File: config.mk
export PLATFORM = sky130hd
export DESIGN_NAME = seq_multiplier_flat
export DESIGN_NICKNAME = d
export VERILOG_FILES = /design/src/rtl/seq_multiplier_if.sv /design/src/rtl/seq_multiplier.sv /design/src/flat_wrapper.sv
export SDC_FILE = /design/constraint.sdc
export NUM_CORES = 1
export LEC_CHECK = 0
export BUFFER_PORTS_ARGS = -buffer_cell sky130_fd_sc_hd__buf_2
export CAP_MARGIN = 20
export CORE_ASPECT_RATIO = 1.4
export CORE_MARGIN = 2
export CORE_UTILIZATION = 50
export DETAILED_ROUTE_END_ITERATION = 6
export HOLD_SLACK_MARGIN = 0.12
export PLACE_DENSITY = 0.76
export SYNTH_ARGS = -nofsm -noshare
export SYNTH_HDL_FRONTEND = slang
export SYNTH_SLANG_ARGS = --single-unit
File: constraint.sdc
create_clock -name clk -period 6.4 [get_ports clk]
set_clock_uncertainty 0.15 [all_clocks]
set_input_delay 1.28 -clock clk [delete_from_list [all_inputs] [get_ports clk]]
set_output_delay 1.28 -clock clk [all_outputs]
set_load 0.01 [all_outputs]
File: src/rtl/seq_multiplier_if.sv
// Handshake and data bundle between a requester and the sequential multiplier.
interface seq_multiplier_if #(
  parameter int BIT_WIDTH = 16
);
  logic                     start;
  logic                     abort;
  logic [BIT_WIDTH-1:0]     op_a;
  logic [BIT_WIDTH-1:0]     op_b;
  logic                     busy;
  logic                     clr_out;
  logic                     done;
  logic [2*BIT_WIDTH-1:0]   product;

  modport master (
    output start, abort, op_a, op_b,
    input  busy, clr_out, done, product
  );

  modport slave (
    input  start, abort, op_a, op_b,
    output busy, clr_out, done, product
  );
endinterface

File: src/rtl/seq_multiplier.sv
// Iterative shift-and-add unsigned multiplier, one multiplier bit per cycle.
//
// state | meaning
// IDLE  | waiting for start; product holds last result
// CALC  | one partial product per cycle, LSB of op_b first
// DONE  | product valid, done pulses for one cycle
module seq_multiplier #(
  parameter int BIT_WIDTH = 16
) (
  input logic clk,
  input logic rst_n,
  seq_multiplier_if.slave bus
);

  typedef enum logic [1:0] {IDLE, CALC, DONE} state_t;

  localparam int CW = (BIT_WIDTH > 1) ? $clog2(BIT_WIDTH) : 1;
  localparam logic [CW-1:0] CNT_LAST = CW'(BIT_WIDTH - 1);

  state_t                 state;
  logic [CW-1:0]          cnt;
  logic [BIT_WIDTH-1:0]   a_reg;
  logic [BIT_WIDTH-1:0]   b_reg;
  logic [2*BIT_WIDTH-1:0] acc;
  logic [2*BIT_WIDTH-1:0] addend;
  logic [2*BIT_WIDTH-1:0] acc_next;
  logic                   busy;
  logic                   clr_out;
  logic                   done;
  logic [2*BIT_WIDTH-1:0] product;

  // Single adder: the shifted multiplicand is added only when the current multiplier bit is set.
  always_comb begin
    addend   = '0;
    if (b_reg[cnt]) addend = {{BIT_WIDTH{1'b0}}, a_reg} << cnt;
    acc_next = acc + addend;
  end

  // Sequencer with registered outputs; abort outranks start in IDLE and is ignored in DONE.
  always_ff @(posedge clk or negedge rst_n) begin
    if (!rst_n) begin
      state   <= IDLE;
      cnt     <= '0;
      a_reg   <= '0;
      b_reg   <= '0;
      acc     <= '0;
      busy    <= 1'b0;
      clr_out <= 1'b0;
      done    <= 1'b0;
      product <= '0;
    end else begin
      case (state)
        IDLE: begin
          if (bus.start && !bus.abort) begin
            a_reg   <= bus.op_a;
            b_reg   <= bus.op_b;
            acc     <= '0;
            cnt     <= '0;
            busy    <= 1'b1;
            clr_out <= 1'b1;
            state   <= CALC;
          end
        end
        CALC: begin
          clr_out <= 1'b0;
          if (bus.abort) begin
            cnt   <= '0;
            busy  <= 1'b0;
            state <= IDLE;
          end else begin
            acc <= acc_next;
            if (cnt == CNT_LAST) begin
              cnt     <= '0;
              product <= acc_next;
              done    <= 1'b1;
              state   <= DONE;
            end else begin
              cnt <= cnt + CW'(1);
            end
          end
        end
        DONE: begin
          done  <= 1'b0;
          busy  <= 1'b0;
          state <= IDLE;
        end
        default: begin
          busy    <= 1'b0;
          clr_out <= 1'b0;
          done    <= 1'b0;
          state   <= IDLE;
        end
      endcase
    end
  end

  assign bus.busy    = busy;
  assign bus.clr_out = clr_out;
  assign bus.done    = done;
  assign bus.product = product;

endmodule

File: src/flat_wrapper.sv
// flat-port wrapper written by rule: the top's interface ports become plain ports
module seq_multiplier_flat 
#(
  parameter int BIT_WIDTH = 16
)
  (clk, rst_n, bus_start, bus_abort, bus_op_a, bus_op_b, bus_busy, bus_clr_out, bus_done, bus_product);
  seq_multiplier_if #(.BIT_WIDTH(BIT_WIDTH)) bus_i ();
  input logic clk;
  input logic rst_n;
  input wire logic [$bits(bus_i.start)-1:0] bus_start;
  input wire logic [$bits(bus_i.abort)-1:0] bus_abort;
  input wire logic [$bits(bus_i.op_a)-1:0] bus_op_a;
  input wire logic [$bits(bus_i.op_b)-1:0] bus_op_b;
  output wire logic [$bits(bus_i.busy)-1:0] bus_busy;
  output wire logic [$bits(bus_i.clr_out)-1:0] bus_clr_out;
  output wire logic [$bits(bus_i.done)-1:0] bus_done;
  output wire logic [$bits(bus_i.product)-1:0] bus_product;
  assign bus_i.start = bus_start;
  assign bus_i.abort = bus_abort;
  assign bus_i.op_a = bus_op_a;
  assign bus_i.op_b = bus_op_b;
  assign bus_busy = bus_i.busy;
  assign bus_clr_out = bus_i.clr_out;
  assign bus_done = bus_i.done;
  assign bus_product = bus_i.product;
  seq_multiplier #(.BIT_WIDTH(BIT_WIDTH)) u_core (.clk(clk), .rst_n(rst_n), .bus(bus_i));
endmodule
==> metrics.md, run 1 <==
| Metric | Value |
|---|---|
| Die W | between 100 and 150 um |
| Largest registers | u_core.acc (32), u_core.bus.product (32) |
| Syn avg cell area | around 8.4 um2 |
| CTS max path bufs | 2 |
| CP max-delay cell | dfrtp_1 |
| Max-slew headroom | 0.354 |
| Clock buffer count from CTS | 9 |
| Worst hold path class | register to register |
| Dominant cells by area after synthesis | dfrtp_1 (40%), nand2_1 (9.7%), ha_1 (6.0%) |
| Most frequent cells in the layout | nand2_1 (172), dfrtp_1 (105), o21ai_0 (79) |
| Sequential fraction of the synthesis area | 0.396 |
| Initial drt markers | between 300 and 400 |
| Commonest non-fill, non-tap cell in the layout | nand2_1 |
| Cell variety after synth | between 50 and 60 |
| Status | finished clean |
| Cell Area, Synth | 0.00664 mm2 |
| Full die area | about 0.014 mm2 |
| Post-layout nets | 900 |
| Top_reg_cell synth | dfrtp_1 |
| Synthesized netlist cell count | between 700 and 800 |
| Share of the synthesized area in the top cell type | 0.396 |
| Slew Viols, Final | 0 |
| Peak supply drop | between 150 and 200 uV |
| Hold Slack | 0.320 ns |
| Clk_lat worst skew | between 0.3 and 0.4 ns |
| Via/cell ratio | 5.77 |
| Max incr delay on CP | 0.95 ns |
| Initial Util | 0.513 |
| Final period utilization | 0.756 |
| Final hold viol count | 0 |
| CP Capture Type | register |
| Synthesis-to-finish area growth | 11.5% |
| Root Driver | clkbuf_16 |
| CP max FO | 29 |
| Syn_nets | between 800 and 900 |
| CTS Hold Buffers Added | 0 |
| PD cells | 275 mW/mm2 |
| Crit-path leading delay family | compound AO/OA/AOI/OAI gates |
| CP required | 6.44 ns |
| Initial antenna violation count | 0 |
| Antenna Nets Post-Route | 0 |
| TritonCTS Sinks | about 110 |
| Drt pass-1 iters | 7 |
| Max Freq | around 210 MHz |
| FF+latch count, synth | 105 |
| Core area | between 0.01 and 0.015 mm2 |
| Rows | just under 50 |
| Post-synth EDFFs | 0 |
| RSZ-0062 raised after global routing | false |
| Setup bufs post-CTS | 0 |
| Leakage | about 3.6 nW |
| Final setup fails | 0 |
| Ratio of cells with drive above 1 in the final layout | 0.134 |
| Crit Path Class | register to register |
| DP Wirelength | approximately 12000 um |
| GRT Total Usage | 0.239 |
| Crit path arrival time | ~4.9 ns |
| CP Buf/Inv Count | 1 |
| GP Congestion | 0.953 |
| Worst-Margin Slew | about 0.97 ns |
| First-pass GRT wire length | between 20000 and 30000 um |
| Critical Path Source Type | register |
| Final wirelength | approximately 16000 um |
| DRC violations left | 0 |
| H-tree depth | 3 |
| TritonCTS clock tree | yes |
| Total gr overflow | 0 |
| Crit path time final | about 4.8 ns |
| Max-Cap Viols | 0 |
| Ys Warns | 0 |
| N_diodes | 0 |
| Post-synth ARST share | 1.00 |
| Post-cts resize count | 0 |
| Critical Path, Cell by Cell | inv_1, nand2_1, nand2_1, nand2_1, and2_1, nor2_1, ha_1, a21o_1, a21o_1, a21o_1, o311a_1, a311o_1, a21boi_2, xor2_1, o21ai_0 |
| Vias | ~6000 |
| Cell taking the most area after synthesis | dfrtp_1 |
| Largest net degree at the start of global routing | 64 |
| Vias in the first global route | roughly 5600 |
| Final TNS setup | 0 ns |
| Die H | 140 um |
| IO buf count | 70 |
| Clk slew on worst S/H paths | around 0.070 ns |
| # IOs | 71 |
| Wire length per cell | approximately 16 um |
[synthesized netlist by cell type (10+ instances only)]
cell / number
nor2_1: 61
a21o_1: 16
nand3_1: 46
a21oi_1: 39
clkbuf_1: 39
dfrtp_1: 105
ha_1: 32
xor2_1: 13
mux2i_1: 20
xnor2_1: 14
o21ai_0: 79
and2_1: 10
inv_1: 17
a211oi_1: 14
nand2_1: 172
[logic make-up (layout without fill, tap and decap cells)]
group | Yosys count | in the layout | share of synthesized area
adders and majority gates | 33 | 33 | 0.0633
muxes | 32 | 32 | 0.0658
buffers and inverters | 65 | 110 | 0.0379
xor gates and xnor gates | 27 | 27 | 0.0356
DFF | 105 | 105 | 0.396
and+or+nand+nor | 322 | 322 | 0.207
AOI/OAI and AO/OA | 207 | 207 | 0.195
[final timing paths]
kind / startpoint / to / slack, ns / cells past startpoint
max in group asynchronous: rst_n / u_core.acc[31] / 4.16 / 2
setup reg to reg: u_core.cnt[2] / u_core.bus.product[26] / 1.56 / 15
min in group asynchronous: rst_n / u_core.bus.product[6] / 0.76 / 1
setup / recovery: u_core.cnt[2] / u_core.bus.product[26] / 1.56 / 15
hold / removal: u_core.bus.product[10] / u_core.bus.product[10] / 0.32 / 2
hold reg to reg: u_core.bus.product[10] / u_core.bus.product[10] / 0.32 / 2
[metal layers]
| layer | up-vias | wire, um | track usage |
|---|---|---|---|
| met5 | - | 0 | 0 |
| met4 | 0 | 657 | 0.112 |
| met3 | 38 | 670 | 0.0319 |
| met2 | 173 | 8210 | 0.406 |
| met1 | 2768 | 6720 | 0.297 |
| li1 | 2867 | - | - |
[power breakdown]
part           leakage (nW)  switching [W]  internal, W
sequential             1.40      0.0000787     0.000746
clock                 0.146       0.000242     0.000342
combinational          2.02       0.000384     0.000243
total                  3.57       0.000705      0.00133
[metrics by stage]
| step | std cells | area [um2] | total power [W] | setup slack (ns) | util |
|---|---|---|---|---|---|
| detailed placement | 998 | 7090 | 0.00145 | 1.69 | 0.548 |
| global route | 1014 | 7400 | 0.00216 | 1.16 | 0.572 |
| global placement | 998 | 7090 | 0.00144 | 1.74 | 0.548 |
| CTS | 1014 | 7400 | 0.00204 | 1.64 | 0.572 |
| finish | 1014 | 7400 | 0.00204 | 1.56 | 0.572 |
| floorplan | 791 | 6640 | 0.00129 | 2.19 | - |
[final cells by class]
type / count / area (um2)
tap: 178 / 223
clock buffer: 11 / 233
clock inverter: 5 / 80.1
multi-input combinational: 621 / 3770
timing repair buffer: 77 / 405
sequential: 105 / 2630
inverter: 17 / 63.8
fill: 1216 / 5530
[worst register-to-register path, stage by stage (launching register included)]
cell,delay (ns)
dfrtp_1,0.95
inv_1,0.43
nand2_1,0.15
nand2_1,0.07
nand2_1,0.16
and2_1,0.46
nor2_1,0.11
ha_1,0.42
a21o_1,0.23
a21o_1,0.18
a21o_1,0.19
o311a_1,0.31
a311o_1,0.41
a21boi_2,0.18
xor2_1,0.20
o21ai_0,0.10
(Power assumes the default switching activity.)
==> run 2: changes to the inputs <==
Clock period 6.4 ns to 4.7 ns, I/O delays scaled along.
==> metrics.md, run 2 (synthesis results as in run 1) <==
| Metric | Value |
|---|---|
| Slew Viols, Final | 0 (unchanged) |
| Clk slew on worst S/H paths | 0.08 ns (was 0.07 ns) |
| Hold path endpoint | u_core.bus.product[0] (was u_core.bus.product[10]) |
| Clk_lat worst skew | 0.36 ns (was 0.35 ns) |
| Final period utilization | 0.935 (was 0.756) |
| Leakage | 3.60 nW (was 3.57 nW) |
| Initial antenna violation count | 0 (unchanged) |
| Via/cell ratio | 5.67 (was 5.77) |
| Placed cells | 1005 (was 998) |
| Initial drt markers | 317 (was 311) |
| Post-layout nets | 907 (was 900) |
| Drt pass-1 iters | 5 (was 7) |
| DRC violations left | 0 (unchanged) |
| CTS max path bufs | 2 (unchanged) |
| # IOs | 71 (unchanged) |
| Full die area | 0.0142 mm2 (unchanged) |
| Root Driver | clkbuf_16 (unchanged) |
| R2R Setup Slk | 0.30 ns (was 1.56 ns) |
| Filler cells | 1200 (was 1216) |
| Total gr overflow | 0 (unchanged) |
| Worst flop-to-flop path endpoint | u_core.acc[26] (was u_core.bus.product[26]) |
| RR Startpoint | u_core.cnt[0] (was u_core.cnt[2]) |
| GRT Total Usage | 0.239 (about the same) |
| Crit Path Class | register to register (unchanged) |
| GP Congestion | 0.944 (was 0.953) |
| Vias in the first global route | 5665 (was 5567) |
| Rows | 49 (unchanged) |
| Worst hold path class | register to register (unchanged) |
| Max-Cap Viols | 0 (unchanged) |
| Wire length per cell | 16.1 um (was 16.0 um) |
| Post-route cell area | 0.00744 mm2 (was 0.00740 mm2) |
| TritonCTS Sinks | 105 (unchanged) |
| Largest net degree at the start of global routing | 79 (was 64) |
| Worst-Margin Slew | 0.969 ns (about the same) |
| Core area | 0.0129 mm2 (unchanged) |
| Dpl ws | 0.253 ns (was 1.69 ns) |
| Status | finished clean (unchanged) |
| Ratio of cells with drive above 1 in the final layout | 0.145 (was 0.134) |
| IO buf count | 70 (unchanged) |
| Critical Path Source Type | register (unchanged) |
| Setup ws final | 0.304 ns (was 1.56 ns) |
| CP max FO | 24 (was 29) |
| Worst Hold Path Cells | 2 (unchanged) |
| DP Wirelength | 12400 um (was 12300 um) |
| CTS Hold Buffers Added | 0 (unchanged) |
| CP Capture Type | register (unchanged) |
| First-pass GRT wire length | 27100 um (was 27200 um) |
| Crit path time final | 4.40 ns (was 4.84 ns) |
| N_diodes | 0 (unchanged) |
| TritonCTS clock tree | yes (unchanged) |
| Peak supply drop | 201 uV (was 151 uV) |
| Largest registers | u_core.acc (32), u_core.bus.product (32) (unchanged) |
| Commonest non-fill, non-tap cell in the layout | nand2_1 (unchanged) |
| RSZ-0062 raised after global routing | false (unchanged) |
| Initial Util | 0.513 (unchanged) |
| Final setup fails | 0 (unchanged) |
| Crit path arrival time | 4.46 ns (was 4.88 ns) |
| H-tree depth | 3 (unchanged) |
| Die H | 140 um (unchanged) |
| Antenna Nets Post-Route | 0 (unchanged) |
| Final wirelength | 16400 um (was 16300 um) |
| R2R cell count | 15 (unchanged) |
| Die W | 101 um (unchanged) |
| Non-filler instance count after layout | 1021 (was 1014) |
| Hold Path Origin | u_core.bus.product[0] (was u_core.bus.product[10]) |
| Final TNS setup | 0 ns (unchanged) |
| Clock buffer count from CTS | 9 (unchanged) |
| Vias | 5786 (was 5846) |
| Post-DP Area | 0.00715 mm2 (was 0.00709 mm2) |
| PD cells | 367 mW/mm2 (was 275 mW/mm2) |
| Max-slew headroom | 0.354 (about the same) |
| Synthesis-to-finish area growth | 12.1% (was 11.5%) |
| Final hold viol count | 0 (unchanged) |
| Max Freq | 227 MHz (was 207 MHz) |
| Most frequent cells in the layout | nand2_1 (172), dfrtp_1 (104), o21ai_0 (79) (was nand2_1 (172), dfrtp_1 (105), o21ai_0 (79)) |
| CP required | 4.76 ns (was 6.44 ns) |
==> run 2: changes by cell type in the layout (fill, tap and decap cells not counted), moves of 2 or more <==
cell / before / now
bufinv_16: 2 / 0
buf_4: 8 / 14
clkinv_4: 0 / 2
clkbuf_1: 2 / 0
inv_8: 0 / 2
==> run 2: how the worst max path moves through the flow <==
stage | startpoint | to | slack (ns) | cells past startpoint
2_1_floorplan | u_core.cnt[0] | u_core.acc[30] | 0.49 | 19
3_3_place_gp | u_core.cnt[0] | u_core.acc[26] | 0.36 | 15
3_5_place_dp | u_core.cnt[0] | u_core.acc[26] | 0.25 | 15
4_1_cts | u_core.cnt[0] | u_core.acc[26] | 0.25 | 15
5_1_grt | u_core.cnt[0] | u_core.acc[26] | 0.05 | 15
6_report | u_core.cnt[0] | u_core.acc[26] | 0.30 | 15
==> run 2: metrics by stage <==
stage          utilization  power, W  hold WS [ns]
2_1_floorplan            -   0.00175         0.290
3_3_place_gp         0.553   0.00197         0.304
3_5_place_dp         0.553   0.00199         0.308
4_1_cts              0.575   0.00273         0.327
5_1_grt              0.575   0.00288         0.347
6_report             0.575   0.00273         0.321
==> run 2: what timing repair did <==
| action | 4_1_cts | 5_1_grt |
|---|---|---|
| setup endpoints to repair | 0 | 4 |
| gates resized for setup | 0 | 1 |
| setup buffers | 0 | 0 |
| hold endpoints to repair | 0 | 0 |
==> run 2: power by group <==
part | internal (W) | switching (W) | total (W)
combinational | 0.000340 | 0.000524 | 0.000864
clock | 0.000371 | 0.000378 | 0.000750
sequential | 0.00102 | 0.0000996 | 0.00112
==> run 2: layout make-up <==
type / count / area [um2] / share of cell area
clock buffers: 9 / 225 / 0.0303
clock inverters: 7 / 63.8 / 0.00857
inverters: 17 / 63.8 / 0.00857
multi-input cells: 621 / 3770 / 0.506
flip-flops and latches: 105 / 2630 / 0.353
well taps: 178 / 223 / 0.0299
repair buffers: 84 / 470 / 0.0632
==> run 2: critical path: stages (launching register included) <==
cell,delay [ns]
dfrtp_2,0.47
buf_12,0.21
mux2i_1,0.21
nor2_1,0.08
o31ai_1,0.46
nor2_1,0.12
ha_1,0.23
fa_1,0.42
a21o_1,0.21
a221oi_2,0.27
nor4b_1,0.13
o311a_1,0.37
a311o_1,0.40
a21boi_2,0.16
xor2_1,0.23
o21ai_0,0.12
==> run 2: metal layers <==
metal	GRT usage	up-vias	part of all wire
met2	0.421	157	0.51
met4	0.117	0	0.045
met3	0.0374	53	0.036
met5	0	-	0
met1	0.278	2693	0.41
li1	-	2883	-
